===== config.mk =====
export PLATFORM = sky130hd
export DESIGN_NAME = gt_4_reg
export DESIGN_NICKNAME = d
export VERILOG_FILES = /design/src/rtl/gt_4_reg.sv
export SDC_FILE = /design/constraint.sdc
export NUM_CORES = 1
export LEC_CHECK = 0
export CORE_AREA = 2 2 39 41
export CTS_CLUSTER_SIZE = 14
export DETAILED_ROUTE_END_ITERATION = 16
export DIE_AREA = 0 0 41 43
export GPL_TIMING_DRIVEN = 0
export REMOVE_ABC_BUFFERS = 1
export SKIP_LAST_GASP = 1
export SLEW_MARGIN = 5
export SYNTH_ARGS = -nofsm -noshare
export SYNTH_HDL_FRONTEND = slang
export SYNTH_SLANG_ARGS = --single-unit

===== constraint.sdc =====
create_clock -name clk -period 1.4 [get_ports clk]
set_input_delay 0.28 -clock clk [delete_from_list [all_inputs] [get_ports clk]]
set_output_delay 0.28 -clock clk [all_outputs]
set_load 0.02 [all_outputs]

===== src/rtl/gt_4_reg.sv =====
// gt_4_reg: 4-bit magnitude comparator with registered gt/eq/lt flags.
// Ports: clk, reset_n (sync, active-low), in_valid, a[3:0], b[3:0] ->
//   y (a>b), eq (a==b), lt (a<b), out_valid; all outputs registered,
//   one cycle latency. Macro GT_4_SIGNED_EN selects two's-complement compare.
module gt_4_reg (
  input  logic       clk,
  input  logic       reset_n,
  input  logic       in_valid,
  input  logic [3:0] a,
  input  logic [3:0] b,
  output logic       y,
  output logic       eq,
  output logic       lt,
  output logic       out_valid
);

  function automatic logic gt_2(
    input logic [1:0] x,
    input logic [1:0] z
  );
    return (x[1] & ~z[1]) |
           (~(x[1] ^ z[1]) & x[0] & ~z[0]);
  endfunction

  function automatic logic eq_2(
    input logic [1:0] x,
    input logic [1:0] z
  );
    return ~(x[1] ^ z[1]) & ~(x[0] ^ z[0]);
  endfunction

  logic [3:0] a_c;
  logic [3:0] b_c;

`ifdef GT_4_SIGNED_EN
  // Flipping the sign bit maps -8..7 onto 0..15 in order,
  // so the unsigned slice logic then orders signed values.
  assign a_c = {~a[3], a[2:0]};
  assign b_c = {~b[3], b[2:0]};
`else
  assign a_c = a;
  assign b_c = b;
`endif

  logic gt_hi, eq_hi, gt_lo, eq_lo;
  logic gt_c, eq_c, lt_c;

  assign gt_hi = gt_2(a_c[3:2], b_c[3:2]);
  assign eq_hi = eq_2(a_c[3:2], b_c[3:2]);
  assign gt_lo = gt_2(a_c[1:0], b_c[1:0]);
  assign eq_lo = eq_2(a_c[1:0], b_c[1:0]);

  assign gt_c = gt_hi | (eq_hi & gt_lo);
  assign eq_c = eq_hi & eq_lo;
  assign lt_c = ~gt_c & ~eq_c;

  logic y_q, eq_q, lt_q, out_valid_q;
  logic y_d, eq_d, lt_d, out_valid_d;

  // Flags hold while idle; only out_valid drops.
  always_comb begin
    y_d         = y_q;
    eq_d        = eq_q;
    lt_d        = lt_q;
    out_valid_d = in_valid;
    if (in_valid) begin
      y_d  = gt_c;
      eq_d = eq_c;
      lt_d = lt_c;
    end
  end

  always_ff @(posedge clk) begin
    if (!reset_n) begin
      y_q         <= 1'b0;
      eq_q        <= 1'b0;
      lt_q        <= 1'b0;
      out_valid_q <= 1'b0;
    end else begin
      y_q         <= y_d;
      eq_q        <= eq_d;
      lt_q        <= lt_d;
      out_valid_q <= out_valid_d;
    end
  end

  assign y         = y_q;
  assign eq        = eq_q;
  assign lt        = lt_q;
  assign out_valid = out_valid_q;

endmodule


==> metrics.csv <==
metric,value,unit
antenna diode count,0,
post-synthesis async set-or-reset flop share,0,%
Pins Over Slew Limit,0,
Clock Path Buffers,2,
vias in the first global route,240,
post-route ant nets,0,
main combinational cell family by area after synthesis,simple AND/OR/NAND/NOR gates,
# setup viols final,0,
largest net degree at the start of global routing,7,
first-pass GRT wire length,834,um
GRT overflow,0,
average cell area after synthesis,9.336,um^2
status,completed,
CP max FO,2,
Die X-Extent,41,um
post-synth top area share,32.99,%
arrival time worst endpoint,1.48,ns
Core Box Area,1384,um^2
setup ws final,0.03852,ns
Gate Count Post-Synth,26,
kind of critical path,input port to flop,
"Clk pin slew, worst setup/hold paths",0.03,ns
CP Depth,6,
slowest CP cell,clkdlybuf4s50_1,
critical path startpoint category,input port,
via count,241,
post-CTS setup buffer count,0,
min-delay worst type,flop to flop,
total CTS buffers,3,
initial drt markers,0,
ys flop type,dfxtp_1,
synthesized flop and latch total,4,
Cell Pwr Density,836.2,nW/um^2
Post-DP Area,402.9,um^2
"Period Utilization, post-route",97.25,%
leakage,0.1960,nW
area grow syn2layout,73.71,%
Critical Path RT,1.52,ns
Post-synth EDFFs,0,
Worst Tran Pin Value,0.2623,ns
Max Cap Violations,0,
r2r setup slk,0.78,ns
Max Clock Skew,0,ns
CP Buf/Inv Count,2,
Synth top cells by count,"dfxtp_1 (4), inv_1 (4), a31oi_1 (2), ha_1 (2), xnor2_1 (2)",
Hold Buf Count CTS,0,
compound-cell area share of the yosys netlist,21.13,%
Routed WL per cell,8.288,um
vias per cell,4.085,
hold_sp,eq,
largest cells by area after synthesis,"dfxtp_1 (33%), ha_1 (10%), xnor2_1 (7.2%), o311ai_2 (6.7%), inv_1 (6.2%)",
final hold vios,0,
Peak VDD IR,256.6,uV
final HPWL from detailed placement,431,um
final layout net count,58,
Ports,15,
final instance area,421.7,um^2
CTS tree,done,
max incr delay on CP,0.45,ns
Die Area,1763,um^2
Yosys cell types,17,
worst flop-to-flop path endpoint,lt,
Setup WS pre-CTS,-0.3786,ns
Total GRT Usage,7.430,%
Rows,14,
share of cells above drive strength 1,11.63,%
worst r2r path cells,1,
sequential share of the synthesized area,32.99,%
Post-Synth Simple-Gate Area,22.16,%
effective utilization at floorplan,17.54,%
Synth Warn #,0,
reg2reg start,lt,
Fmax,734.5,MHz
WL final,489,um
number of port buffers,14,
Worst Hold End,eq,
first drt pass iteration count,1,
Slew headroom,82.49,%
CP Capture Type,flop,
min Tclk post-route,1.361,ns
die height,43,um
post-synthesis xor/xnor area fraction,7.216,%
mux cell area share after synthesis,0,%
crit-path cells,"clkdlybuf4s50_1, inv_1, ha_1, and2_2, a31oi_1, a32o_1",
"delay-heaviest family, CP",buffers and inverters,
initial antenna violation count,0,
routability cong.,0.6403,
Clock Sinks,4,
Yosys top cell by area,dfxtp_1,
RSZ-0062 raised after global routing,no,
synthesized area,242.7,um^2
H-tree depth,1,
residual DRC count,0,
CTS root buffer,clkbuf_4,
Synth Area in Adders,10.31,%
Skew-Pair Late Insertion Delay,0.23,ns
Hold Path Cell Cnt,2,
-- placed cells by master, fill, tap and decap left out --
cell type,synthesis,routed
and2_2,1,1
nand2_1,1,1
dfxtp_1,4,4
nand4_1,1,1
dlygate4sd2_1,0,5
clkdlybuf4s50_1,0,8
clkbuf_4,0,3
xnor2_1,2,2
ha_1,2,2
a31oi_1,2,2
and2_1,1,1
o21ai_0,1,1
inv_1,4,4
dlymetal6s2s_1,0,1
and3b_1,1,1
a32o_1,1,1
a21boi_0,1,1
nand3b_1,1,1
or2b_1,1,1
nor2b_1,1,1
o311ai_2,1,1
-- cell type report --
cell class                 count  area [um^2]
inverter                       4        15.01
clock buffer                   3        22.52
fill                         151        962.2
tap                           16        20.02
sequential                     4        80.08
multi-input combinational     18        147.6
timing repair buffer          14        136.4
-- through the flow --
step	utilization, %	power, W	hold WS [ns]	setup TNS [ns]	cells
after floorplan	-	0.0001688	0.3802	0	26
after global routing	30.47	0.0003852	0.5146	0	59
after global placement	29.11	0.0002203	0.4656	-0.8924	56
after detailed placement	29.11	0.0002217	0.4716	-0.8788	56
after CTS	30.29	0.0003649	0.4751	-0.01349	59
final	30.47	0.0003526	0.4663	0	59
-- tightest hold or removal path: stages (launching register included) --
cell      delay (ns)
dfxtp_1         0.30
nand2_1         0.05
a21boi_0        0.07
-- metal layers --
| layer | global-route usage (%) | up-vias | share of wire, % |
|---|---|---|---|
| li1 | - | 127 | - |
| met1 | 6.109 | 108 | 37 |
| met2 | 11.56 | 6 | 58 |
| met3 | 4.712 | 0 | 4.5 |
| met4 | 6.000 | 0 | 0 |
| met5 | 0 | - | 0 |
-- cell families after synthesis --
family / after synthesis
xor gates and xnor gates: 2
adders and majority gates: 2
and+or+nand+nor: 8
AOI/OAI and AO/OA: 6
DFF: 4
buffers and inverters: 4
-- state kept, by name, indices dropped and copies added (netlist names) --
name	cells
y	1
lt	1
eq	1
out_valid	1
-- worst max path at each step --
stage          from  to  slack [ns]
2_1_floorplan  b[1]   y        0.16
3_3_place_gp   b[1]   y       -0.38
3_5_place_dp   b[1]   y       -0.38
4_1_cts        a[1]   y       -0.01
5_1_grt        b[3]  lt       0.002
6_report       b[3]  lt        0.04
-- power by group --
group | internal (W) | leakage (nW) | switching [W]
Sequential | 0.000122 | 0.0330 | 0.00000258
Combinational | 0.0000504 | 0.149 | 0.0000370
Clock | 0.0000958 | 0.0138 | 0.0000452
Total | 0.000268 | 0.196 | 0.0000848
-- timing repair --
action | 4_1_cts | 5_1_grt
gates cloned | 0 | 0
pin swaps | 4 | 5
endpoints found under the setup margin | 6 | 2
gates resized for setup | 5 | 1
Power figures use the tool's default switching activity.
==> variant 1: new RTL, same settings <==
Make the reset (`reset_n`) asynchronous in one clocked block.
--- a/src/rtl/gt_4_reg.sv
+++ b/src/rtl/gt_4_reg.sv
@@ -71,5 +71,5 @@
   end
 
-  always_ff @(posedge clk) begin
+  always_ff @(posedge clk or negedge reset_n) begin
     if (!reset_n) begin
       y_q         <= 1'b0;
Function: differs if reset_n is asserted again (counterexample within 4 cycles, from zero or initial values and one cycle with reset_n low); with reset_n held inactive, the same outputs for 10 cycles.
==> variant 1 against the original RTL <==
  * Sequential cell count unchanged
  * Clock power fell by 4%
  * Worst setup slack gained 17 ps
  * Synthesized area grew 7.7%
  * Die area unchanged
  * Design area up 8.3%
  * Power rose by 9.0%
  * Wire length increased by 12%
  * Largest cell class unchanged
  * Highest routed layer unchanged
==> variant 1: results (changes against the original RTL) <==
Outcome: complete, no violations
Worst slew margin: 83.1% (+0.66 points)
Max Root-Sink Buffers: 2 (unchanged)
Psw: 0.0986 mW (+16%)
Most used DFF post-synth: dfrtp_1
Leakage: 0.217 nW (+11%)
Non-Filler Instances: 59 (unchanged)
Vias in the first global route: 192 (-20%)
Num CTS Buffers: 3 (unchanged)
CP arrival: 1450 ps (-30 ps)
Largest net degree at the start of global routing: 8 (+1)
Reg2reg start: lt$_DFFE_PN0P_
Worst min path class: input pin to async pin
Worst-path maximum fanout: 4 (+2)
Placer congestion estimate: 0.687 (+7.3%)
Placed insts: 56 (unchanged)
Hpwl dp: 440 um (+2.2%)
CTS Root Cell: clkbuf_4
Max Clock Skew: 0 ps (unchanged)
Share of post-route cells with drive strength above 1: 16.3% (+4.7 points)
Placed Area: 422 um^2 (+4.7%)
H-tree levels: 1 (unchanged)
Worst-Skew Late Latency: 230 ps (about the same)
Peak supply drop: 236 uV (-7.9%)
Overall Global Routing Usage: 6.93% (-0.50 points)
PortBufs: 14 (unchanged)
Synth Warn #: 0 (unchanged)
# diodes: 0 (unchanged)
Reg clk slew, reported paths: 30 ps (about the same)
Post-synth ARST share: 100% (+100 points)
Routed WL: 546 um (+12%)
Netlist cell types: 15 (-2)
Seq/Total Area, Yosys: 38.3% (+5.3 points)
Crit path launch: b[3]
Avg Cell Area, Syn: 10.1 um^2 (+7.7%)
Initial antenna violation count: 0 (unchanged)
First-pass detailed-route iteration total: 4 (+3)
Register-to-Register Path Depth: 3 (+2)
Nets: 58 (unchanged)
Vias per cell: 4.34 (+6.2%)
DR iter-0 viols: 3 (+3)
Synth area leaders: dfrtp_1, ha_1, a41oi_2
Commonest cells post-synth: dfrtp_1, inv_1
Global-route wire length before repair: 745 um (-11%)
variant 1: cell types whose count changed in the layout (fill, tap and decap cells not counted), sizes merged, moves of 2 or more:
cell | unedited run | this run
dfrtp | 0 | 4
dfxtp | 4 | 0
and2 | 2 | 0
nand2b | 0 | 2
nand3 | 0 | 2
variant 1: through the flow:
| step | hold WS, ps | setup slack (ps) | util, % |
|---|---|---|---|
| 5_1_grt | 263 | 10.9 | 33.0 |
| 3_3_place_gp | 492 | -331 | 30.5 |
| 4_1_cts | 248 | -32.6 | 32.6 |
| 2_1_floorplan | -15.6 | 207 | - |
| 3_5_place_dp | 494 | -306 | 30.5 |
| 6_report | 252 | 55.5 | 33.0 |
variant 1: layer usage:
layer | global-route usage (%) | wire length [um]
met1 | 8.06 | 227
met2 | 8.13 | 244
met3 | 1.57 | 74
met4 | 10.0 | 0
met5 | 0 | 0
variant 1: layout make-up:
type	instances	area, um^2
Fill cell	146	927
Multi-Input combinational cell	18	159
Timing Repair Buffer	14	140
Sequential cell	4	100
Clock buffer	3	22.5
Tap cell	16	20.0
Inverter	4	15.0
variant 1: cells by family after synthesis:
family	count (synthesis)	share of synthesized area, %
buffers and inverters	4	5.74
and+or+nand+nor	9	21.1
AOI/OAI and AO/OA	6	19.1
DFF	4	38.3
adders and majority gates	2	9.57
xor gates and xnor gates	1	6.22
variant 1: power groups by stage:
stage / Sequential (mW) / Clock, mW / Combinational [mW]
global placement: 0.133 / 0 / 0.120
finish: 0.132 / 0.136 / 0.117
CTS: 0.132 / 0.144 / 0.118
floorplan: 0.148 / 0 / 0.0430
global route: 0.132 / 0.152 / 0.127
detailed placement: 0.134 / 0 / 0.121
variant 1: what timing repair did:
| item | in CTS | in global routing |
|---|---|---|
| resized for setup | 5 | 3 |
| setup buffers | 0 | 0 |
| setup endpoints to repair | 5 | 1 |
| pin swaps | 1 | 2 |
| hold buffers | 0 | 0 |
variant 1: worst paths after layout:
check                                       to  slack (ps)
max                             lt$_DFFE_PN0P_          60
min                             lt$_DFFE_PN0P_         250
max reg2reg                     lt$_DFFE_PN0P_         560
min reg2reg                     eq$_DFFE_PN0P_         530
max in group asynchronous  out_valid$_DFF_PN0_         990
min in group clk                lt$_DFFE_PN0P_         520
variant 1: worst max-delay path: stages:
cell and delay, ps:
clkdlybuf4s50_1 450, inv_1 40, ha_1 320, nand3b_1 120, a31oi_1 180, a31oi_1 60
==> variant 2: new RTL, same settings <==
Without the edit above. Register the output `lt` once more, with the module's reset; this adds one clock of latency there. The other outputs are not delayed to match. Comments in the files are not updated.
--- a/src/rtl/gt_4_reg.sv
+++ b/src/rtl/gt_4_reg.sv
@@ -87,5 +87,11 @@
   assign y         = y_q;
   assign eq        = eq_q;
-  assign lt        = lt_q;
+  always_ff @(posedge clk) begin
+    if (!reset_n) begin
+      lt <= '0;
+    end else begin
+      lt <= lt_q;
+    end
+  end
   assign out_valid = out_valid_q;
 
Check against the original RTL: not equivalent (Yosys sat finds a counterexample within 4 cycles, from zero or initial values and one cycle with reset_n low).
==> variant 2 against the original RTL <==
  * Register-to-register slack got worse by 80 ps
  * Die area unchanged
  * Worst setup slack improved by 35 ps
  * Power increased by 16%
  * First-iteration DRC count increased by 2
  * Design area increased by 9.2%
  * Wire length increased by 0.61%
  * Sequential cell count increased by 1
  * Non-clock buffer count unchanged
  * Via count increased by 3.7%
  * Clock power increased by 16%
  * Synthesized area increased by 9.8%
  * Critical path type unchanged
  * Largest cell class unchanged
==> variant 2: results (changes against the original RTL) <==
DR iter-0 viols: 2 (+2)
Measured slew at the worst slew-check pin: 280 ps (+17.2 ps)
Hold Path End: lt$_SDFF_PN0_
WL met2: 249 um (-13%)
Setup Buffers After CTS: 0 (unchanged)
Hpwl dp: 401 um (-7.0%)
Register-to-Register Path Depth: 2 (+1)
Pre-CTS setup slack: -387 ps (-8.16 ps)
Hold slack: 460 ps (-6.54 ps)
Drt wl/cell: 7.94 um (-4.3%)
Worst flop-to-flop path endpoint: lt_q$_SDFFE_PN0P_
Hold_sp: lt_q$_SDFFE_PN0P_
Reg clk slew, reported paths: 40 ps
Netlist cell types: 16 (-1)
Global-route wire length before repair: 807 um (-3.2%)
Metal-1 WL: 192 um (+7.3%)
Highest routed layer: met3
Vias in the first global route: 229 (-4.6%)
Max Clock Skew: 0.00430 ps (+0.00430 ps)
Fill count: 157 (+4.0%)
Post-synth ARST share: 0% (unchanged)
Met3 WL: 49 um (+120%)
Psw: 0.0953 mW (+12%)
Seq/Total Area, Yosys: 37.6% (+4.6 points)
Crit path capture type: flop
Via Count: 250 (+3.7%)
Setup slack, reg-to-reg: 700 ps (-80 ps)
Overall Global Routing Usage: 7.42% (-0.0075 points)
Top-area cell type share of the netlist area: 37.6% (+4.6 points)
Leakage: 0.203 nW (+3.7%)
Hold path cells: 1 (-1)
Post-Synth Adder-Cell Area: 9.39% (-0.92 points)
Share of post-route cells with drive strength above 1: 13.0% (+1.4 points)
Synth area leaders: dfxtp_1, ha_1, and2_1
Nets: 60 (+3.4%)
Outcome: complete, no violations
CP arrival: 1460 ps (-20 ps)
Synth Area in Compound Gates: 18.8% (-2.4 points)
XOR/XNOR Fraction of Synth Area: 6.57% (-0.64 points)
Commonest cells post-synth: dfxtp_1, inv_1, and2_1
Peak supply drop: 215 uV (-16%)
Reg2reg start: lt_q$_SDFFE_PN0P_
Final worst slack: 73.6 ps (+35.1 ps)
First-pass detailed-route iteration total: 3 (+2)
Placer congestion estimate: 0.654 (+2.2%)
==> variant 2: repair_timing <==
action / 4_1_cts / 5_1_grt
resized for setup: 6 / 2
gates cloned: 0 / 0
setup endpoints to repair: 6 / 1
pin swaps: 5 / 1
==> variant 2: cells by family (layout without fill, tap and decap cells) <==
kind of cell / count (synthesis) / after routing
compound gates: 6 / 6
xor+xnor: 2 / 2
fa+ha+maj: 2 / 2
buf+inv: 4 / 22
flops: 5 / 5
simple gates: 9 / 9
==> variant 2: metrics by stage <==
step,TNS [ps],cell area (um^2),cells
2_1_floorplan,0,267,28
3_3_place_gp,-854,427,58
3_5_place_dp,-918,427,58
4_1_cts,0,445,62
5_1_grt,0,460,62
6_report,0,460,62
==> variant 2: worst max-delay path: cells and delay by family <==
kind / cells / cell delay [ps]
adders and majority gates: 1 / 270
AOI/OAI and AO/OA: 2 / 270
and+or+nand+nor: 1 / 130
buffers and inverters: 2 / 510
==> variant 2: metal layers <==
layer	vias up	GRT usage [%]
li1	133	-
met4	0	12.0
met1	106	8.01
met3	0	0
met2	11	9.69
met5	-	0
==> variant 2: power by group through the flow <==
stage	clock network, mW	registers [mW]	logic, mW
after floorplan	0	0.164	0.0346
after global placement	0	0.156	0.0906
after detailed placement	0	0.156	0.0913
after CTS	0.173	0.154	0.0854
after global routing	0.178	0.154	0.101
final	0.163	0.154	0.0911
==> variant 2: layout make-up <==
type / instances / area [um^2] / area share [%]
flip-flops and latches: 5 / 100 / 21.7
clock buffers: 4 / 26.3 / 5.71
well taps: 16 / 20.0 / 4.35
repair buffers: 14 / 133 / 28.8
inverters: 4 / 15.0 / 3.26
multi-input cells: 19 / 166 / 36.1
